==> config.mk <==
export PLATFORM = sky130hd
export DESIGN_NAME = inst_encoder
export DESIGN_NICKNAME = d
export VERILOG_FILES = /design/src/rtl/inst_encoder.sv
export SDC_FILE = /design/constraint.sdc
export NUM_CORES = 1
export LEC_CHECK = 0
export ABC_AREA = 1
export CAP_MARGIN = 20
export CORE_MARGIN = 5
export CORE_UTILIZATION = 50
export DETAILED_ROUTE_END_ITERATION = 8
export PLACE_DENSITY = 0.83
export RECOVER_POWER = 50
export SYNTH_ARGS = -nofsm -noshare
export SYNTH_HDL_FRONTEND = slang
export SYNTH_SLANG_ARGS = --single-unit
==> constraint.sdc <==
create_clock -name clk -period 5.75 [get_ports clk]
set_input_delay 0.575 -clock clk [delete_from_list [all_inputs] [get_ports clk]]
set_output_delay 0.575 -clock clk [all_outputs]
set_load 0.1 [all_outputs]
==> src/rtl/inst_encoder.sv <==
// inst_encoder: packs decoded-field requests into RV64I words and streams
// them out of a small FIFO with an auto-incrementing address.
// Optional feature macro: INST_ENC_RANGE_CHECK_EN (immediate range check).
module inst_encoder #(
    parameter int          DEPTH     = 4,
    parameter logic [63:0] BASE_ADDR = 64'h8000_0000
) (
    input  logic                       clk,
    input  logic                       rst_n,
    input  logic                       req_valid,
    output logic                       req_ready,
    input  logic [3:0]                 req_op,
    input  logic [4:0]                 req_rd,
    input  logic [4:0]                 req_rs1,
    input  logic [4:0]                 req_rs2,
    input  logic [31:0]                req_imm,
    output logic                       out_valid,
    input  logic                       out_ready,
    output logic [31:0]                out_inst,
    output logic [63:0]                out_addr,
    output logic                       err,
    output logic [7:0]                 err_cnt,
    output logic [$clog2(DEPTH):0]     level
);

    localparam int AW = $clog2(DEPTH);
    localparam logic [AW:0] FULL_LVL = (AW+1)'(DEPTH);

    localparam logic [3:0] OP_ADD   = 4'd0;
    localparam logic [3:0] OP_SUB   = 4'd1;
    localparam logic [3:0] OP_ADDI  = 4'd2;
    localparam logic [3:0] OP_SLTIU = 4'd3;
    localparam logic [3:0] OP_ADDW  = 4'd4;
    localparam logic [3:0] OP_LW    = 4'd5;
    localparam logic [3:0] OP_SD    = 4'd6;
    localparam logic [3:0] OP_JAL   = 4'd7;
    localparam logic [3:0] OP_LUI   = 4'd8;
    localparam logic [3:0] OP_AUIPC = 4'd9;
    localparam logic [3:0] OP_JALR  = 4'd10;
    localparam logic [3:0] OP_BEQ   = 4'd11;
    localparam logic [3:0] OP_BNE   = 4'd12;
    localparam logic [3:0] OP_EBRK  = 4'd13;

    localparam logic [6:0] OPC_R    = 7'b0110011;
    localparam logic [6:0] OPC_R32  = 7'b0111011;
    localparam logic [6:0] OPC_IMM  = 7'b0010011;
    localparam logic [6:0] OPC_LD   = 7'b0000011;
    localparam logic [6:0] OPC_ST   = 7'b0100011;
    localparam logic [6:0] OPC_JAL  = 7'b1101111;
    localparam logic [6:0] OPC_JALR = 7'b1100111;
    localparam logic [6:0] OPC_BR   = 7'b1100011;
    localparam logic [6:0] OPC_LUI  = 7'b0110111;
    localparam logic [6:0] OPC_AUI  = 7'b0010111;

    logic [31:0]   mem [DEPTH];
    logic [AW-1:0] wr_ptr;
    logic [AW-1:0] rd_ptr;
    logic [AW:0]   count;
    logic [63:0]   addr_q;
    logic          err_q;
    logic [7:0]    cnt_q;

    logic [31:0]   enc;
    logic          legal;
    logic          rng_ok;
    logic          full;
    logic          empty;
    logic          accept;
    logic          push;
    logic          pop;
    logic          reject;
    logic          unused_imm;

    logic [31:0] im;
    assign im = req_imm;

    assign unused_imm = ^{im[31:21], im[0]};

    // Combinational encoder from request fields
    always_comb begin
        enc   = '0;
        legal = 1'b1;
        unique case (req_op)
            OP_ADD:   enc = {7'b0000000, req_rs2, req_rs1, 3'b000, req_rd, OPC_R};
            OP_SUB:   enc = {7'b0100000, req_rs2, req_rs1, 3'b000, req_rd, OPC_R};
            OP_ADDW:  enc = {7'b0000000, req_rs2, req_rs1, 3'b000, req_rd, OPC_R32};
            OP_ADDI:  enc = {im[11:0], req_rs1, 3'b000, req_rd, OPC_IMM};
            OP_SLTIU: enc = {im[11:0], req_rs1, 3'b011, req_rd, OPC_IMM};
            OP_LW:    enc = {im[11:0], req_rs1, 3'b010, req_rd, OPC_LD};
            OP_JALR:  enc = {im[11:0], req_rs1, 3'b000, req_rd, OPC_JALR};
            OP_SD:    enc = {im[11:5], req_rs2, req_rs1, 3'b011, im[4:0], OPC_ST};
            OP_BEQ:   enc = {im[12], im[10:5], req_rs2, req_rs1, 3'b000,
                             im[4:1], im[11], OPC_BR};
            OP_BNE:   enc = {im[12], im[10:5], req_rs2, req_rs1, 3'b001,
                             im[4:1], im[11], OPC_BR};
            OP_JAL:   enc = {im[20], im[10:1], im[11], im[19:12], req_rd, OPC_JAL};
            OP_LUI:   enc = {im[19:0], req_rd, OPC_LUI};
            OP_AUIPC: enc = {im[19:0], req_rd, OPC_AUI};
            OP_EBRK:  enc = 32'h0010_0073;
            default:  legal = 1'b0;
        endcase
    end

`ifdef INST_ENC_RANGE_CHECK_EN
    logic i_ok;
    logic b_ok;
    logic j_ok;
    logic u_ok;

    assign i_ok = (&im[31:11]) | ~(|im[31:11]);
    assign b_ok = ((&im[31:12]) | ~(|im[31:12])) & ~im[0];
    assign j_ok = ((&im[31:20]) | ~(|im[31:20])) & ~im[0];
    assign u_ok = ~(|im[31:20]);

    // Per-format immediate range selection
    always_comb begin
        rng_ok = 1'b1;
        unique case (req_op)
            OP_ADDI, OP_SLTIU, OP_LW,
            OP_JALR, OP_SD:         rng_ok = i_ok;
            OP_BEQ, OP_BNE:         rng_ok = b_ok;
            OP_JAL:                 rng_ok = j_ok;
            OP_LUI, OP_AUIPC:       rng_ok = u_ok;
            default:                rng_ok = 1'b1;
        endcase
    end
`else
    assign rng_ok = 1'b1;
`endif

    assign full      = (count == FULL_LVL);
    assign empty     = (count == '0);
    assign req_ready = !full || out_ready;
    assign accept    = req_valid && req_ready;
    assign push      = accept && legal && rng_ok;
    assign reject    = accept && !(legal && rng_ok);
    assign pop       = !empty && out_ready;

    assign out_valid = !empty;
    assign out_inst  = empty ? 32'h0 : mem[rd_ptr];
    assign out_addr  = addr_q;
    assign err       = err_q;
    assign err_cnt   = cnt_q;
    assign level     = count;

    // FIFO storage, pointers, address counter and error tracking
    always_ff @(posedge clk or negedge rst_n) begin
        if (!rst_n) begin
            for (int i = 0; i < DEPTH; i++) mem[i] <= '0;
            wr_ptr <= '0;
            rd_ptr <= '0;
            count  <= '0;
            addr_q <= BASE_ADDR;
            err_q  <= 1'b0;
            cnt_q  <= '0;
        end else begin
            if (push) begin
                mem[wr_ptr] <= enc;
                wr_ptr      <= wr_ptr + 1'b1;
            end
            if (pop) begin
                rd_ptr <= rd_ptr + 1'b1;
                addr_q <= addr_q + 64'd4;
            end
            if (push && !pop)      count <= count + 1'b1;
            else if (!push && pop) count <= count - 1'b1;
            if (reject) begin
                err_q <= 1'b1;
                if (cnt_q != 8'hFF) cnt_q <= cnt_q + 8'd1;
            end
        end
    end

endmodule

### Word-level counts from Yosys, hierarchy flattened

Cells that the tools add are included.

* logic and storage cells: 65
* output and inout port bits: 110
* bits in registers: 208

* equality and inequality tests: 15
* add/sub/neg operators: 6
* mux-type cells: 11
* $lt $le $gt $ge: 3
* bitwise logic cells: 2
* reductions and logical operators: 18

Operators by type and width (count)
* one-hot mux 32 bit (14 select lines): 1
* bitwise mux 128 bit: 1
* 2-to-1 mux 32 bit: 4
* adder 64 x 3 -> 64 bit, second input constant: 1
* binary-select mux 32 bit (select 2 bit): 1
* demux 32 bit (select 2 bit): 1
* == test 4 bit, second input constant: 6
* == test 4 x 3 -> 1 bit, second input constant: 4
* OR reduction 14 bit: 1
* adder 8 x 1 -> 8 bit, second input constant: 1
* == test 4 x 2 -> 1 bit, second input constant: 2
* != test 8 bit, second input constant: 1
* logical AND 1 bit: 7
* >= comparator 3 bit, second input constant: 2
* 2-to-1 mux 3 bit: 2
* inverter 2 -> 3 bit: 2
* logical NOT 1 bit: 5
* adder 2 x 1 -> 2 bit, second input constant: 2
* == test 4 x 1 -> 1 bit, second input constant: 1
* logical NOT 4 bit: 1
* adder 3 x 1 -> 3 bit, second input constant: 1
* == test 3 bit, second input constant: 1
* logical NOT 3 bit: 1
* less-than comparator 3 x 1 -> 1 bit, second input constant: 1
* 5 further kinds: 5

### Longest topological paths before layout

Gate-level depths: netlist of the first run.

* depth in word-level cells: 9
* depth in mapped cells: 11
* gate-level depth less buffers: 11

### Worst setup path before layout of the first run

Ideal clock, no wire load.

* path type: reg2out
* start point: reg count[0], in the netlist level[0]
* end point: out out_inst[1]
* required time: 5175 ps
* data arrival time: 4074 ps
* path slack: 1101 ps
* stages on the path, launching flop included: 7
* cells stage by stage: dfrtp_1 > nor2_1 > nand2_2 > inv_1 > clkbuf_1 > a21oi_1 > buf_4

* longest elaborated chain between the ends: 2

RTL lines
* start: declaration: line 58 `logic [AW:0] count;`
* start signal: assignment: line 165 `if (push && !pop) count <= count + 1'b1;`
* start signal: assignment: line 166 `else if (!push && pop) count <= count - 1'b1;`
* logical NOT 3 bit: line 132 `assign empty = (count == '0);`
* 2-to-1 mux 32 bit: line 140 `assign out_inst = empty ? 32'h0 : mem[rd_ptr];`
* end: declaration: line 19 `output logic [31:0] out_inst,`

No other way between the ends.

### Worst setup path in the final report of the first run

* start point: reg rd_ptr[0]
* end point: out out_inst[12]

* longest elaborated chain between the ends: 5

RTL lines
* start: declaration: line 57 `logic [AW-1:0] rd_ptr;`
* start signal: assignment: line 162 `rd_ptr <= rd_ptr + 1'b1;`
* inverter 2 -> 3 bit (implied by the code): line 140
* binary-select mux 32 bit (select 2 bit): line 140
* 2-to-1 mux 32 bit (implied by the code) (2 in series): line 140
* 2-to-1 mux 32 bit: line 140

No other way between the ends. The select of a mux whose other input is x is not followed.

==> results.toml, run 1 <==
[setup_path]
r2r.worst_path.cells = 8
ff2ff_setup_slack_ps = 2050
cp.arrival_ps = 3710
worstReg2RegStart = "level[0]$_DFFE_PN0P_"
endpoint_kind = "output pin"
rr_endpoint = "mem[62]$_DFFE_PN0P_"
required_ps = 5180
path_max_fanout = 55
startpoint_type = "flip-flop"
worstSetupPathType = "flip-flop to output pin"

[final_layout]
antenna_cells = 0
final_nets = 1692
stdcell_area_um2 = 13400
fillers = 1885
drive_above_1_share_pct = 6.87
area_delta_synth_final_pct = 20.6

[clock_tree]
cts-root-buf = "clkbuf_16"
clk_pin_slew_ps = 60
clock_path_buffers = 3
cts_resized = 0
cts_tree = "built"
clkLatencyLatePin_ps = 500
clock-sinks = 202
numCtsBuffers = 23
hold_buffers = 0
cts_max_level = 1
post_cts_buffers = 0

[hold_path]
worstHoldPathType = "flip-flop to flip-flop"
whs_endpoint = "mem[1]$_DFFE_PN0P_"
min_from = "mem[1]$_DFFE_PN0P_"
min_path_cells = 1

[placed_design]
placed_cell_area_um2 = 12700
port_buffers = 151
gp_congestion = 1.03
dp_hpwl_um = 22500

[synth]
synthArstFlopShare_pct = 100
ys_warn_count = 0
synth_area_per_cell_um2 = 7.46
synth_cells = 1494
synth_top_cell_area_share_pct = 45.1
synth.most_common_cell = "nand2_1"
syn_area_um2 = 11100
synth_seq_cells = 202
yosys-top-cells-count = "nand2_1, dfrtp_1, nor2_1, inv_1, o21ai_0"
synth_seq_area_share_pct = 45.4
synth_area_leaders = "dfrtp_1, nand2_1, nor2_1"
synth_cell_types = 44
synth_edf_count = 0
ys.flop_type = "dfrtp_1"
synth_top_cell_by_area = "dfrtp_1"

[routing]
drt-total-wl_um = 32800
routed_via_density = 5.50
firstDrtPassIters = 6
ant_nets = 0
wl_per_cell_um = 17.1
drt_iter0_markers = 933
vias = 10600
drc = 0

[sta]
tightest_slew_ps = 4040
relSlewSlack_pct = -169
hold_viol = 0
drv_slew = 118
period_share_pct = 74.5
grt_setup_unrepaired = "false"
clock_skew_ps = 11.6
setup_viol = 0
tns_ps = 0
fmax_mhz = 233
period_needed_ps = 4290

[floorplan]
die_h_um = 159
coreArea_um2 = 21900
floorplan.initialDensity_pct = 50.9
die_w_um = 159
io_pins = 165
die-area_um2 = 25400
rows = 54

[power_and_ir_drop]
swShare_pct = 51.8
p_sw_mw = 3.98
power_density_nw_per_um2 = 572
p_seq_share_pct = 27.3
peakVddDrop_mv = 0.656
p_int_mw = 3.70
power_frac_comb_pct = 53.1
power.static_leakage_nw = 6.47
pwr-share-clk_pct = 19.6

[flow_run]
cap_violations = 2

[global_routing]
overflow = 0
grt_pass1_wl_um = 53600
grt_max_degree = 78
antenna_found_initial = 0
first_global_vias = 10700
grtUsageTotal_pct = 25.3

[outcome]
violations = "max-capacitance violations, max-slew violations"
status = "finished, violations left"
==> cells by family after synthesis <==
family,after synthesis,share of synthesized area [%]
fa+ha+maj,8,0.966
buf+inv,208,8.25
mux,1,0.101
simple gates,816,31.4
flops,202,45.4
other cells,1,0.0337
xor+xnor,52,4.09
compound gates,206,9.79
==> per-stage QoR <==
stage	cells	power (mW)	utilization (%)	hold WS [ps]	setup WS, ps
after floorplan	1495	5.22	-	279	1100
final	1924	7.68	61.4	460	1460
after detailed placement	1881	6.14	58.0	447	1670
after global routing	1924	8.05	61.4	480	867
after global placement	1881	6.06	58.0	432	1760
after CTS	1921	7.67	61.5	103	1140
==> critical path, cell delays in order (launching register included) <==
cell and delay [ps]:
dfrtp_2 600, buf_12 270, clkinv_1 160, buf_4 500, o21ai_0 200, a21oi_1 270
clkdlybuf4s50_1 1180
==> layout by cell type, fill, tap and decap left out, types with 19 or more instances in the layout <==
| cell | instances |
|---|---|
| clkdlybuf4s50_1 | 131 |
| buf_4 | 25 |
| xnor2_1 | 19 |
| inv_1 | 147 |
| o21ai_1 | 20 |
| nand4_1 | 21 |
| xor2_1 | 33 |
| nor2_1 | 174 |
| clkbuf_16 | 23 |
| o21ai_0 | 97 |
| a21oi_1 | 71 |
| nand2_1 | 473 |
| nor3_1 | 19 |
| nand3_1 | 87 |
| dfrtp_1 | 200 |
==> flip-flops by register name, indices dropped and copies added, names as in the netlist <==
name / cells
err: 1
err_cnt: 8
out_addr: 62
rd_ptr: 2
mem: 124
wr_ptr: 2
level: 3
==> metal layers <==
| metal | routed length (µm) | track usage, % | vias up |
|---|---|---|---|
| met5 | 0 | 0 | - |
| met4 | 1240 | 9.73 | 0 |
| met3 | 2770 | 4.32 | 94 |
| met2 | 15400 | 41.8 | 533 |
| met1 | 13400 | 33.3 | 4981 |
| li1 | - | - | 4975 |
==> worst max-delay path by stage <==
| stage | startpoint | slack, ps | end | depth (start not counted) |
|---|---|---|---|---|
| 2_1_floorplan | level[0]$_DFFE_PN0P_ | 1100 | out_inst[1] | 6 |
| 3_3_place_gp | rd_ptr[0]$_DFFE_PN0P_ | 1760 | out_inst[11] | 5 |
| 3_5_place_dp | rd_ptr[0]$_DFFE_PN0P_ | 1670 | out_inst[11] | 5 |
| 4_1_cts | rd_ptr[0]$_DFFE_PN0P_ | 1140 | out_inst[11] | 5 |
| 5_1_grt | rst_n | 870 | rd_ptr[0]$_DFFE_PN0P_ | 2 |
| 6_report | rd_ptr[0]$_DFFE_PN0P_ | 1460 | out_inst[12] | 6 |
==> final cells by class <==
type	instances	area, µm²	area share, %
multi-input combinational	1085	5100	38.0
inverter	156	591	4.39
tap	280	350	2.61
timing repair buffer	161	1560	11.6
sequential	202	5060	37.6
clock inverter	7	110	0.819
clock buffer	33	663	4.93
==> power groups by stage <==
stage	Combinational, mW	Sequential, mW	Clock, mW
5_1_grt	4.31	2.15	1.59
2_1_floorplan	2.88	2.34	0
6_report	4.08	2.10	1.51
4_1_cts	4.02	2.13	1.52
3_5_place_dp	3.99	2.15	0
3_3_place_gp	3.93	2.13	0
No activity file was read; power rests on OpenSTA's default activity.
==> inputs of run 2 (changes only) <==
==> constraint.sdc (replaced) <==
create_clock -name clk -period 4 [get_ports clk]
set_input_delay 0.4 -clock clk [delete_from_list [all_inputs] [get_ports clk]]
set_output_delay 0.4 -clock clk [all_outputs]
set_load 0.1 [all_outputs]
==> results.toml, run 2 (same netlist as run 1, synthesis figures left out) <==
[sta]
tightest_slew_ps = 2530
clock_skew_ps = 19.1
period_share_pct = 84.1
fmax_mhz = 297
period_needed_ps = 3360
setup_viol = 0
grt_setup_unrepaired = "false"
drv_slew = 100
hold_viol = 0
relSlewSlack_pct = -68.7
tns_ps = 0

[final_layout]
final_cell_mix = "nand2_1, dfrtp_1, nor2_1"
area_delta_synth_final_pct = 23.8
layout.cells.non_filler = 1928
antenna_cells = 0
largest_register_ffs = 124
fillers = 1929
drive_above_1_share_pct = 8.43
final_nets = 1694
final_common_cell = "nand2_1"
top_register = "mem"

[routing]
drc = 0
firstDrtPassIters = 5
vias = 10600
drt-total-wl_um = 33500
ant_nets = 0
drt_iter0_markers = 977
wl_per_cell_um = 17.4
routed_via_density = 5.51

[global_routing]
first_global_vias = 10500
grtUsageTotal_pct = 25.9
overflow = 0
antenna_found_initial = 0
grt_max_degree = 101
grt_pass1_wl_um = 55000

[clock_tree]
hold_buffers = 0
clock_path_buffers = 3
clock-sinks = 202
cts-root-buf = "clkbuf_16"
cts_max_level = 1
clk_pin_slew_ps = 60
numCtsBuffers = 23
clkLatencyLatePin_ps = 520
post_cts_buffers = 0
cts_tree = "built"
cts_resized = 0

[setup_path]
path_max_fanout = 31
endpoint_kind = "flip-flop"
required_ps = 4440
startpoint_type = "input pin"
cp.arrival_ps = 3810
r2r.worst_path.cells = 7
worstSetupPathType = "input pin to flip-flop"

[floorplan]
die_h_um = 159
die_w_um = 159
io_pins = 165
die-area_um2 = 25400
coreArea_um2 = 21900
rows = 54
floorplan.initialDensity_pct = 50.9

[placed_design]
dp_hpwl_um = 23300
dp.cells = 1886
gp_congestion = 0.931
port_buffers = 151

[power_and_ir_drop]
power_frac_comb_pct = 57.5
p_sw_mw = 5.92
peakVddDrop_mv = 0.870
p_int_mw = 5.88
power_density_nw_per_um2 = 856
pwr-share-clk_pct = 17.2
power.static_leakage_nw = 6.61
swShare_pct = 50.2
p_seq_share_pct = 25.2

[hold_path]
min_path_cells = 1
worstHoldPathType = "flip-flop to flip-flop"

[flow_run]
cap_violations = 1

[outcome]
violations = "max-capacitance violations, max-slew violations"
status = "finished, violations left"
-- run 2: area by class of cell --
| type | count | area (µm²) | share of cell area, % |
|---|---|---|---|
| Tap cell | 280 | 350 | 2.54 |
| Sequential cell | 202 | 5060 | 36.7 |
| Clock buffer | 35 | 691 | 5.01 |
| Clock inverter | 7 | 41.3 | 0.299 |
| Inverter | 156 | 589 | 4.27 |
| Timing Repair Buffer | 163 | 1940 | 14.1 |
| Multi-Input combinational cell | 1085 | 5120 | 37.1 |
-- run 2: worst paths after layout --
path                                 startpoint              endpoint  slack, ps
max                                   req_op[1]    mem[9]$_DFFE_PN0P_        640
min                          mem[1]$_DFFE_PN0P_    mem[1]$_DFFE_PN0P_        460
max reg2reg                level[0]$_DFFE_PN0P_   mem[69]$_DFFE_PN0P_       1160
min reg2reg                  mem[1]$_DFFE_PN0P_    mem[1]$_DFFE_PN0P_        460
max in group asynchronous                 rst_n  mem[120]$_DFFE_PN0P_       1390
min in group asynchronous                 rst_n   mem[70]$_DFFE_PN0P_        660
-- run 2: through the flow --
step / cell area (µm²) / hold WS (ps) / power, mW / setup WS [ps] / utilization (%)
3_5_place_dp: 13100 / 439 / 9.77 / 1150 / 60.0
4_1_cts: 13900 / 9.73 / 11.9 / 942 / 63.3
3_3_place_gp: 13100 / 433 / 9.62 / 1170 / 59.8
2_1_floorplan: 11100 / 104 / 7.51 / 58.9 / -
6_report: 13800 / 461 / 11.8 / 638 / 63.0
5_1_grt: 13800 / 485 / 12.3 / 421 / 63.0
-- run 2: worst max-delay path, cell delays in order --
cell	delay (ps)
dlygate4sd3_1	660
inv_1	150
nor2_1	630
inv_2	40
nand3_1	430
nor2_4	30
clkbuf_2	470
inv_2	700
nand2_1	140
nand2_1	100
-- run 2: metal layers --
layer | global-route usage (%) | routed length, µm | vias up | part of all wire, %
li1 | - | - | 4992 | -
met1 | 35.2 | 13600 | 4983 | 41
met2 | 41.6 | 15600 | 556 | 47
met3 | 5.18 | 3030 | 88 | 9.0
met4 | 9.23 | 1200 | 0 | 3.6
met5 | 0 | 0 | - | 0
-- run 2: power groups by stage --
| stage | Sequential, mW | Combinational [mW] | Clock [mW] |
|---|---|---|---|
| 3_3_place_gp | 2.97 | 6.66 | 0 |
| 4_1_cts | 2.97 | 6.83 | 2.06 |
| 2_1_floorplan | 3.37 | 4.14 | 0 |
| 6_report | 2.98 | 6.79 | 2.04 |
| 5_1_grt | 3.04 | 7.16 | 2.15 |
| 3_5_place_dp | 2.99 | 6.78 | 0 |
